==> config.mk <==
export PLATFORM = sky130hd
export DESIGN_NAME = clk_div_gen_flat
export DESIGN_NICKNAME = d
export VERILOG_FILES = /design/src/rtl/clk_div_gen_if.sv /design/src/rtl/clk_div_gen.sv /design/src/flat_wrapper.sv
export SDC_FILE = /design/constraint.sdc
export NUM_CORES = 1
export LEC_CHECK = 0
export CORE_MARGIN = 2
export CORE_UTILIZATION = 55
export DETAILED_ROUTE_END_ITERATION = 8
export PLACE_DENSITY = 0.88
export SLEW_MARGIN = 20
export SYNTH_ARGS = -nofsm -noshare
export SYNTH_HDL_FRONTEND = slang
export SYNTH_SLANG_ARGS = --single-unit
==> constraint.sdc <==
create_clock -name clk -period 6.8 [get_ports clk]
set_clock_uncertainty 0.05 [all_clocks]
set_input_delay 0.68 -clock clk [delete_from_list [all_inputs] [get_ports clk]]
set_output_delay 0.68 -clock clk [all_outputs]
set_load 0.05 [all_outputs]
==> src/rtl/clk_div_gen_if.sv <==
// Control and status bundle of the programmable clock divider.
// master = requester (drives en/div_val), slave = the divider itself.
interface clk_div_gen_if #(
    parameter int WIDTH  = 8,
    parameter int PWIDTH = 16
);
    logic              en;
    logic [WIDTH-1:0]  div_val;
    logic              clk_out;
    logic              tick;
    logic              busy;
    logic [PWIDTH-1:0] period_cnt;

    modport master (
        output en, div_val,
        input  clk_out, tick, busy, period_cnt
    );

    modport slave (
        input  en, div_val,
        output clk_out, tick, busy, period_cnt
    );
endinterface

==> src/rtl/clk_div_gen.sv <==
// Programmable integer divider: registered clk_out, period-start tick, wrapping period counter.
// The ratio is reloaded only at period boundaries; a stop always finishes the current period.
//
//   state | meaning
//   IDLE  | outputs low, counter parked at 0, waiting for en
//   RUN   | generating periods, en sampled every edge
//   STOP  | stop latched, current period runs to completion
module clk_div_gen #(
    parameter int WIDTH  = 8,
    parameter int PWIDTH = 16
) (
    input  logic         clk,
    input  logic         rst_n,
    clk_div_gen_if.slave bus
);

    typedef enum logic [1:0] {
        IDLE = 2'd0,
        RUN  = 2'd1,
        STOP = 2'd2
    } state_t;

    localparam logic [WIDTH-1:0]  ONE   = WIDTH'(1);
    localparam logic [WIDTH-1:0]  TWO   = WIDTH'(2);
    localparam logic [PWIDTH-1:0] P_ONE = PWIDTH'(1);

    state_t            state_q, state_d;
    logic [WIDTH-1:0]  cnt_q, cnt_d;
    logic [WIDTH-1:0]  n_act_q, n_act_d;
    logic              clk_out_q, clk_out_d;
    logic              tick_q, tick_d;
    logic [PWIDTH-1:0] period_cnt_q, period_cnt_d;

    logic [WIDTH-1:0]  eff_div;
    logic [WIDTH-1:0]  h_val;
    logic              period_end;
    logic              high_end;

    always_ff @(posedge clk) begin
        if (!rst_n) begin
            state_q      <= IDLE;
            cnt_q        <= '0;
            n_act_q      <= TWO;
            clk_out_q    <= 1'b0;
            tick_q       <= 1'b0;
            period_cnt_q <= '0;
        end else begin
            state_q      <= state_d;
            cnt_q        <= cnt_d;
            n_act_q      <= n_act_d;
            clk_out_q    <= clk_out_d;
            tick_q       <= tick_d;
            period_cnt_q <= period_cnt_d;
        end
    end

    // High phase is the larger half for odd ratios; both derived from the latched ratio only.
    always_comb begin
        eff_div    = (bus.div_val < TWO) ? TWO : bus.div_val;
        h_val      = n_act_q - (n_act_q >> 1);
        period_end = (cnt_q == (n_act_q - ONE));
        high_end   = (cnt_q == (h_val - ONE));
    end

    always_comb begin
        state_d = state_q;
        case (state_q)
            IDLE: if (bus.en) state_d = RUN;
            RUN: begin
                if (period_end)   state_d = bus.en ? RUN : IDLE;
                else if (!bus.en) state_d = STOP;
            end
            STOP: if (period_end) state_d = IDLE;
            default: state_d = IDLE;
        endcase
    end

    always_comb begin
        cnt_d        = cnt_q;
        n_act_d      = n_act_q;
        clk_out_d    = clk_out_q;
        tick_d       = 1'b0;
        period_cnt_d = period_cnt_q;
        if (state_q == IDLE) begin
            cnt_d     = '0;
            clk_out_d = 1'b0;
            if (bus.en) begin
                n_act_d   = eff_div;
                clk_out_d = 1'b1;
                tick_d    = 1'b1;
            end
        end else if (period_end) begin
            period_cnt_d = period_cnt_q + P_ONE;
            cnt_d        = '0;
            // A stop seen on the final edge goes straight to IDLE without a STOP cycle.
            if (state_q == RUN && bus.en) begin
                n_act_d   = eff_div;
                clk_out_d = 1'b1;
                tick_d    = 1'b1;
            end else begin
                clk_out_d = 1'b0;
            end
        end else begin
            cnt_d = cnt_q + ONE;
            if (high_end) clk_out_d = 1'b0;
        end
    end

    always_comb begin
        bus.clk_out    = clk_out_q;
        bus.tick       = tick_q;
        bus.busy       = (state_q != IDLE);
        bus.period_cnt = period_cnt_q;
    end

endmodule

==> src/flat_wrapper.sv <==
// flat-port wrapper written by rule: the top's interface ports become plain ports
module clk_div_gen_flat 
#(
    parameter int WIDTH  = 8,
    parameter int PWIDTH = 16
)
  (clk, rst_n, bus_en, bus_div_val, bus_clk_out, bus_tick, bus_busy, bus_period_cnt);
  clk_div_gen_if #(.WIDTH(WIDTH), .PWIDTH(PWIDTH)) bus_i ();
  input  logic clk;
  input  logic rst_n;
  input wire logic [$bits(bus_i.en)-1:0] bus_en;
  input wire logic [$bits(bus_i.div_val)-1:0] bus_div_val;
  output wire logic [$bits(bus_i.clk_out)-1:0] bus_clk_out;
  output wire logic [$bits(bus_i.tick)-1:0] bus_tick;
  output wire logic [$bits(bus_i.busy)-1:0] bus_busy;
  output wire logic [$bits(bus_i.period_cnt)-1:0] bus_period_cnt;
  assign bus_i.en = bus_en;
  assign bus_i.div_val = bus_div_val;
  assign bus_clk_out = bus_i.clk_out;
  assign bus_tick = bus_i.tick;
  assign bus_busy = bus_i.busy;
  assign bus_period_cnt = bus_i.period_cnt;
  clk_div_gen #(.WIDTH(WIDTH), .PWIDTH(PWIDTH)) u_core (.clk(clk), .rst_n(rst_n), .bus(bus_i));
endmodule
Word level (Yosys, flattened, before mapping):

Cells that the tools add are included.

* bits in registers: 36
* word-level logic and storage cells: 49

* reductions and logical operators: 10
* equal/unequal tests: 7
* multiplexer cells: 18
* $add $sub $neg: 5
* $lt $le $gt $ge: 1
* bitwise operators: 2

Operators with widths (count)
* 8-bit two-way mux: 5
* 16-bit by 1-bit adder with 16-bit output (second input constant): 1
* 8-bit == test: 2
* 8-bit by 1-bit subtractor with 8-bit output (second input constant): 2
* 8-bit by 1-bit adder with 8-bit output (second input constant): 1
* 8-bit by 2-bit < comparator with 1-bit output (second input constant): 1
* 1-bit two-way mux: 8
* 2-bit two-way mux: 4
* 8-bit by 7-bit subtractor with 8-bit output: 1
* 2-bit one-hot mux with 3 select lines: 1
* 3-bit AND reduction: 2
* 2-bit nonzero test: 3
* 3-bit by 2-bit inequality test with 1-bit output (second input constant): 1
* 3-bit nonzero test: 1
* 3-bit OR reduction: 1
* 2-bit by 1-bit == test with 1-bit output (second input constant): 1
* 2-bit == test (second input constant): 1
* 2-bit zero test: 1
* 2-bit by 1-bit inequality test with 1-bit output (second input constant): 1
* 2-bit inequality test (second input constant): 1
* 1-bit inverter: 2
* 2-bit AND reduction: 1
* 1-bit logical AND: 1

Logic depth before layout (Yosys ltp):

Gate-level depths: netlist of the first run.

* depth after elaboration: 6
* gate-level depth with buffers: 9
* mapped depth without buffers: 9

Worst setup path after synthesis of the first run:

No wires, ideal clock.

* path type: register to register
* start point: register u_core.n_act_q[2]
* end point: register u_core.period_cnt_q[7] (netlist: u_core.bus.period_cnt[7])
* buffers on the path: 1
* stages on the path, launching flop included: 10
* data arrival time: 2216 ps
* setup slack: 4462 ps
* cell sequence: dfxtp_1 inv_1 ha_1 or2b_1 xnor2_2 nand3_2 or3_4 buf_6 nor4_2 mux2i_1

* cells in the longest elaborated chain, start to end: 3

Ends and longest elaborated chain
* start: declaration: line clk_div_gen.sv:29 `logic [WIDTH-1:0] n_act_q, n_act_d;`
* start signal: assignment: line clk_div_gen.sv:50 `n_act_q <= n_act_d;`
* 8-bit by 1-bit subtractor with 8-bit output: line clk_div_gen.sv:61 `period_end = (cnt_q == (n_act_q - ONE));`
* 8-bit == test: line clk_div_gen.sv:61
* 2-bit AND reduction (no line)
* end signal: assignment: line clk_div_gen.sv:53 `period_cnt_q <= period_cnt_d;`
* end: declaration: line clk_div_gen.sv:32 `logic [PWIDTH-1:0] period_cnt_q, period_cnt_d;`

No other way between the ends.
A chain may end at the register's enable or synchronous reset.

Final worst setup path of the first run:

* start point: register u_core.n_act_q[3]
* end point: register u_core.clk_out_q (netlist: u_core.bus.clk_out)

* cells in the longest elaborated chain, start to end: 4
* elaborated cells between the ends (all ways): 8

Ends and longest elaborated chain
* 8-bit by 7-bit subtractor with 8-bit output / 8-bit by 1-bit subtractor with 8-bit output (equally long branches): line clk_div_gen.sv:60, clk_div_gen.sv:61
* 8-bit by 1-bit subtractor with 8-bit output / 8-bit == test (equally long branches): line clk_div_gen.sv:62, clk_div_gen.sv:61
* 8-bit == test / 1-bit two-way mux (equally long branches): line clk_div_gen.sv:62, clk_div_gen.sv:92
* 3-bit nonzero test (no line) / 1-bit two-way mux (equally long branches)
* end signal: assignment: line clk_div_gen.sv:51 `clk_out_q <= clk_out_d;`
* end: declaration: line clk_div_gen.sv:30 `logic clk_out_q, clk_out_d;`

Several ways; a longest one is shown, not always the timed one.

==> results_dict.tcl, run 1 <==
set metrics [dict create \
    peakVddDrop_v 0.000140 \
    synth_area_leaders "dfxtp_1, ha_1, mux2i_1" \
    regArea_um2 721 \
    cpMaxStageDelayCell "or3b_2" \
    synth_top_cell_by_area "dfxtp_1" \
    rsz0062_at_grt "no" \
    clock_sinks 36 \
    ys_async_sr_fraction_pct 0 \
    critPathMaxStageDelay_ns 0.51 \
    cts_buffers 5 \
    ys_ff_latch 36 \
    cts_hold_buffers 0 \
    synth_compound_area_share_pct 10.1 \
    syn_area_mm2 0.00247 \
    grt_max_degree 46 \
    critPathKind "flip-flop to flip-flop" \
    fillerInstances 332 \
    fp.dieW_um 71.0 \
    ys.flop_type "dfxtp_1" \
    grt.total_usage_pct 22.7 \
    multi_input_area_mm2 0.00162 \
    crit_path_cell_trace "inv_1, ha_1, or3b_2, a31oi_1, o2111ai_1, nor4b_1, nand3_1, a32oi_1" \
    post-route-drc-count 0 \
    drtAntennaViolNets 0 \
    finalWirelength_mm 5.26 \
    worst-path-max-fanout 4 \
    rows 24 \
    cap_violations 0 \
    synth_simple_gate_area_share_pct 26.2 \
    insertion_delay_ns 0.28 \
    final_layout_size_suffix_gt1_share_pct 8.91 \
    cts_tree "done" \
    synthMuxAreaShare_pct 6.88 \
    dp_cells 348 \
    antenna_found_initial 0 \
    synthXorXnorAreaFrac_pct 13.0 \
    globalplace.congestion 0.869 \
    synth_edf_count 0 \
    cts_setup_buffers 0 \
    fin_setup_tns_ns 0 \
    place_hpwl_mm 3.98 \
    post_cts_resized 0 \
    dr.pass1.iters 4 \
    syn-num-nets 305 \
    fin_cells 355 \
    max_freq_mhz 377 \
    vias 2011 \
    period_share_pct 39.0 \
    ys_warn_count 0 \
    antenna_cells 0 \
    io-pin-count 30 \
    synth_cells 276 \
    final_nets 332 \
    synth_top_cell_area_share_pct 29.1 \
    cp-start-kind "flip-flop" \
    critPathArrivalTime_ns 2.81 \
    ctsRootBufferMaster "clkbuf_8" \
    tightest_slew_ns 0.675 \
    io_buffers 29 \
    syn2layout_area_growth_pct 15.7 \
    die_area_mm2 0.00505 \
    cts.path.max_buffers 2 \
    power.density_mw_per_mm2 181 \
    setup_viol 0 \
    finalHoldViolCount 0 \
    rrSetupSlack_ns 4.15 \
    synth_top_family_by_area "simple AND/OR/NAND/NOR gates" \
    worst_hold_path_type "flip-flop to flip-flop" \
    outcome "finished clean" \
    worstPathRequired_ns 6.95 \
    clk_pin_slew_ns 0.07 \
    die_height_um 71.0 \
    cp-end-kind "flip-flop" \
    cts-htree-levels 2 \
    coreArea_mm2 0.00435 \
    ys_seq_area_share_pct 29.1 \
    start_util_pct 56.8 \
    grt_pass1_wl_mm 9.16 \
    synthAdderAreaFrac_pct 9.41 \
    hold_slack_ns 0.432 \
    grt-ovfl-total 0 \
    viasPerCell 5.66 \
    drt-initial-drc-count 83 \
    leakage_nw 1.13 \
    wire_per_inst_um 14.8 \
    min_period_ns 2.65 \
    synth.lib_cells_used.distinct 57 \
    maxSlewHeadroom_pct 54.9 \
    grt_pass1_vias 2004 \
    slew_violations 0 \
    synth.avg_cell_area_um2 8.96 \
]
==> stage by stage <==
| stage | total power [mW] | setup WS, ns | utilization (%) | cell area (µm²) |
|---|---|---|---|---|
| floorplan | 0.330 | 4.46 | - | 2470 |
| global placement | 0.355 | 4.26 | 63.5 | 2760 |
| detailed placement | 0.359 | 4.19 | 63.5 | 2760 |
| CTS | 0.521 | 4.19 | 65.7 | 2860 |
| global route | 0.546 | 3.94 | 65.7 | 2860 |
| finish | 0.519 | 4.15 | 65.7 | 2860 |
==> flip-flops by register name, summed over array words and instances, names as in the netlist <==
register               cells
u_core.n_act_q             8
u_core.bus.clk_out         1
u_core.bus.period_cnt     16
u_core.state_q             2
u_core.bus.tick            1
u_core.cnt_q               8
==> per-layer routing <==
| metal | vias to the layer above | global-route usage [%] | share of wire [%] | routed length [µm] |
|---|---|---|---|---|
| met1 | 945 | 31.3 | 46 | 2410 |
| met4 | 0 | 6.92 | 1.8 | 95 |
| met5 | - | 0 | 0 | 0 |
| met3 | 10 | 3.70 | 4.7 | 245 |
| met2 | 43 | 36.7 | 48 | 2510 |
| li1 | 1013 | - | - | - |
==> where the power goes <==
| part | leakage (nW) | internal [mW] | switching [mW] |
|---|---|---|---|
| Combinational | 0.789 | 0.0575 | 0.0748 |
| Sequential | 0.292 | 0.217 | 0.00714 |
| Clock | 0.0503 | 0.0902 | 0.0725 |
| Total | 1.13 | 0.364 | 0.154 |
==> cells by family after synthesis <==
group / after synthesis
and+or+nand+nor: 115
DFF: 36
AOI/OAI and AO/OA: 32
xor gates and xnor gates: 32
buffers and inverters: 26
adders and majority gates: 18
muxes: 17
==> worst paths after layout <==
| kind | startpoint | endpoint | depth (start not counted) |
|---|---|---|---|
| min reg2reg | u_core.bus.period_cnt[15] | u_core.bus.period_cnt[15] | 2 |
| max | u_core.n_act_q[3] | u_core.bus.clk_out | 8 |
| max reg2reg | u_core.n_act_q[3] | u_core.bus.clk_out | 8 |
| min | u_core.bus.period_cnt[15] | u_core.bus.period_cnt[15] | 2 |
==> area by class of cell <==
type                       instances  share of cell area [%]
multi-input combinational        214                    56.6
sequential                        36                    25.2
timing repair buffer              30                    10.4
clock buffer                       7                    3.37
tap                               52                    2.27
inverter                          16                    2.10
==> synth_stat cells, types with 2 or more instances <==
cell / instances
a21oi_1: 3
xor2_1: 14
o21ai_0: 4
clkbuf_1: 3
nand4_1: 4
nor4b_1: 3
nand2_1: 33
xnor2_2: 2
o41ai_1: 3
a211oi_1: 3
o2111ai_1: 2
nand2b_1: 14
o311ai_1: 3
nor2_1: 15
buf_4: 3
nand3_1: 11
a21boi_1: 3
mux2i_1: 17
dfxtp_1: 36
nor4_1: 6
nor4_2: 2
buf_6: 2
ha_1: 17
nor2b_1: 5
inv_1: 15
xnor2_1: 14
and3_1: 4
and4_1: 2
a31oi_1: 2
and2_1: 4
==> worst max-delay path, delay by kind of cell, from the launching register on <==
kind,cells,cell delay (ns)
AO/OA/AOI/OAI,3,0.54
adder cells (fa/ha/maj),1,0.33
buffers and inverters,1,0.12
flip-flops,1,0.41
AND/OR/NAND/NOR,3,1.12
==> cells in the final DEF, fill, tap and decap left out, types with 4 or more instances in the layout <==
cell type / n
and2_1: 4
and3_1: 4
clkbuf_8: 7
clkdlybuf4s50_1: 29
dfxtp_1: 36
ha_1: 17
inv_1: 15
mux2i_1: 17
nand2_1: 33
nand2b_1: 14
nand3_1: 11
nand4_1: 4
nor2_1: 15
nor2b_1: 5
nor4_1: 6
o21ai_0: 4
xnor2_1: 14
xor2_1: 14
No activity file was read; power rests on OpenSTA's default activity.
==> run 2, diff against run 1 <==
- CORE_UTILIZATION: 55 -> 51
- PLACE_DENSITY: 0.88 -> 0.86
- clock period: 6.8 -> 2.2 ns (I/O delays scaled with it)
==> run 2 against run 1 <==
Net effect:
- the run now ends with negative setup slack left
- count of clock-buffer cells in the layout down 1
- sequential share of layout area down 3.9 points
- worst setup slack worse by 4.3 ns
- design area up 20%
- sequential cell count unchanged
- die area up 7.4%
- cell count up 14%
- sequential power rose to 3.1 times the previous value
- first-iteration DRC count unchanged
- clock power rose to 3.6 times the previous value
- non-clock buffer count up 45
==> results_dict.tcl, run 2 (synthesis gave the netlist of run 1 again) <==
set metrics [dict create \
    outcome "complete, but fails checks" \
    violations "negative setup slack" \
    worst-path-max-fanout 6 \
    setup_viol 24 \
    grt_pass1_vias 2357 \
    r2r_cells 9 \
    rrSetupSlack_ns -0.15 \
    largest_register_ffs 16 \
    place_hpwl_mm 4.91 \
    period_share_pct 107 \
    cp-start-kind "flip-flop" \
    critPathKind "flip-flop to flip-flop" \
    cap_violations 0 \
    grt_pass1_wl_mm 10.9 \
    fp.dieW_um 73.6 \
    drt-initial-drc-count 83 \
    peakVddDrop_v 0.000480 \
    die_height_um 73.6 \
    cp.depth 9 \
    tightest_slew_ns 0.498 \
    antenna_found_initial 0 \
    cts_buffers 5 \
    wire_per_inst_um 17.4 \
    power.density_mw_per_mm2 542 \
    vias 2348 \
    critical-path-top-delay-family "simple AND/OR/NAND/NOR gates" \
    final_common_cell "buf_4" \
    dr.pass1.iters 4 \
    viasPerCell 5.83 \
    cts_tree "done" \
    cp-end-kind "flip-flop" \
    drtAntennaViolNets 0 \
    whs_endpoint "u_core.bus.period_cnt[15]" \
    cpMaxStageDelayCell "or3_4" \
    grt.total_usage_pct 26.8 \
    worst_hold_path_type "flip-flop to flip-flop" \
    antenna_cells 0 \
    start_util_pct 52.7 \
    min_path_cells 2 \
    finalWorstSetupSlack_ns -0.154 \
    clk_pin_slew_ns 0.07 \
    cts-htree-levels 2 \
    final_nets 377 \
    max_freq_mhz 425 \
    ctsRootBufferMaster "clkbuf_8" \
    finalHoldViolCount 0 \
    leakage_nw 1.43 \
    fin_cells 403 \
    clock_sinks 36 \
    cp_num_buf_inv 2 \
    slew_violations 0 \
    final_util_pct 73.2 \
    final_cell_mix "buf_4, nand2_1, clkdlybuf4s50_1, dfxtp_1, mux2i_1" \
    worstHoldStart "u_core.bus.period_cnt[15]" \
    die_area_mm2 0.00542 \
    io_buffers 29 \
    syn2layout_area_growth_pct 39.0 \
    final_layout_size_suffix_gt1_share_pct 30.1 \
    critPathArrivalTime_ns 2.54 \
    rows 25 \
    min_period_ns 2.35 \
    grt-ovfl-total 0 \
    io-pin-count 30 \
    maxSlewHeadroom_pct 66.7 \
    finalWirelength_mm 6.99 \
    coreArea_mm2 0.00469 \
    post-route-drc-count 0 \
    critPathMaxStageDelay_ns 0.45 \
    globalplace.congestion 0.937 \
    worstPathRequired_ns 2.38 \
    r2r-end "u_core.bus.period_cnt[3]" \
    insertion_delay_ns 0.30 \
    regToRegStartpoint "u_core.n_act_q[1]" \
    cts.path.max_buffers 2 \
    dp_cells 391 \
    rsz0062_at_grt "yes" \
    crit_path_cell_trace "inv_4, ha_4, or2b_1, xnor2_2, nand3_2, or3_4, buf_6, or3_1, a21boi_1" \
    grt_max_degree 22 \
]
run 2: final cells by class:
| cell class | instances | area (µm²) |
|---|---|---|
| Clock buffer | 6 | 72.6 |
| Timing Repair Buffer | 75 | 654 |
| Tap cell | 54 | 67.6 |
| Multi-Input combinational cell | 214 | 1810 |
| Sequential cell | 36 | 732 |
| Clock inverter | 2 | 35.0 |
| Fill cell | 329 | 1260 |
| Inverter | 16 | 65.1 |
run 2: worst register-to-register path, delay by kind of cell (launching register included):
family | cells | cell delay [ns]
xor+xnor | 1 | 0.19
fa+ha+maj | 1 | 0.16
flops | 1 | 0.34
buf+inv | 2 | 0.24
compound gates | 1 | 0.13
simple gates | 4 | 1.19
run 2: what timing repair did:
action	CTS	global route
setup buffers	3	2
pin swaps	6	10
setup endpoints to repair	25	35
hold buffers	0	0
gates resized for setup	15	19
run 2: power breakdown:
part           internal, mW  leakage, nW  switching, mW
Sequential            0.671        0.295         0.0186
Combinational         0.276         1.08          0.310
Clock                 0.336       0.0552          0.249
run 2: worst max-delay path by stage:
stage / from / endpoint / slack, ns
after global routing: u_core.n_act_q[0] / u_core.bus.period_cnt[3] / -0.30
after global placement: u_core.n_act_q[0] / u_core.bus.period_cnt[15] / -0.10
final: u_core.n_act_q[1] / u_core.bus.period_cnt[3] / -0.15
after CTS: u_core.n_act_q[1] / u_core.bus.clk_out / -0.18
after detailed placement: u_core.n_act_q[1] / u_core.bus.clk_out / -0.21
after floorplan: u_core.n_act_q[4] / u_core.bus.period_cnt[7] / -0.02
run 2: per-layer routing:
layer  GRT usage, %  vias up  share of wire [%]
met5              0        -                  0
met4           15.2        0                4.6
met3           4.94       29                4.1
met2           47.6       74                 53
met1           29.7     1147                 38
li1               -     1098                  -
run 2: through the flow:
stage          total power, mW  setup WS, ns  hold slack (ns)  area, µm²  TNS (ns)
2_1_floorplan             1.04       -0.0179            0.305       2510   -0.0179
3_5_place_dp              1.21        -0.206            0.408       3120     -1.74
5_1_grt                   1.95        -0.295            0.457       3440     -4.82
6_report                  1.86        -0.154            0.429       3440     -1.60
3_3_place_gp              1.19        -0.104            0.402       3120    -0.210
4_1_cts                   1.83        -0.181            0.427       3330     -2.05
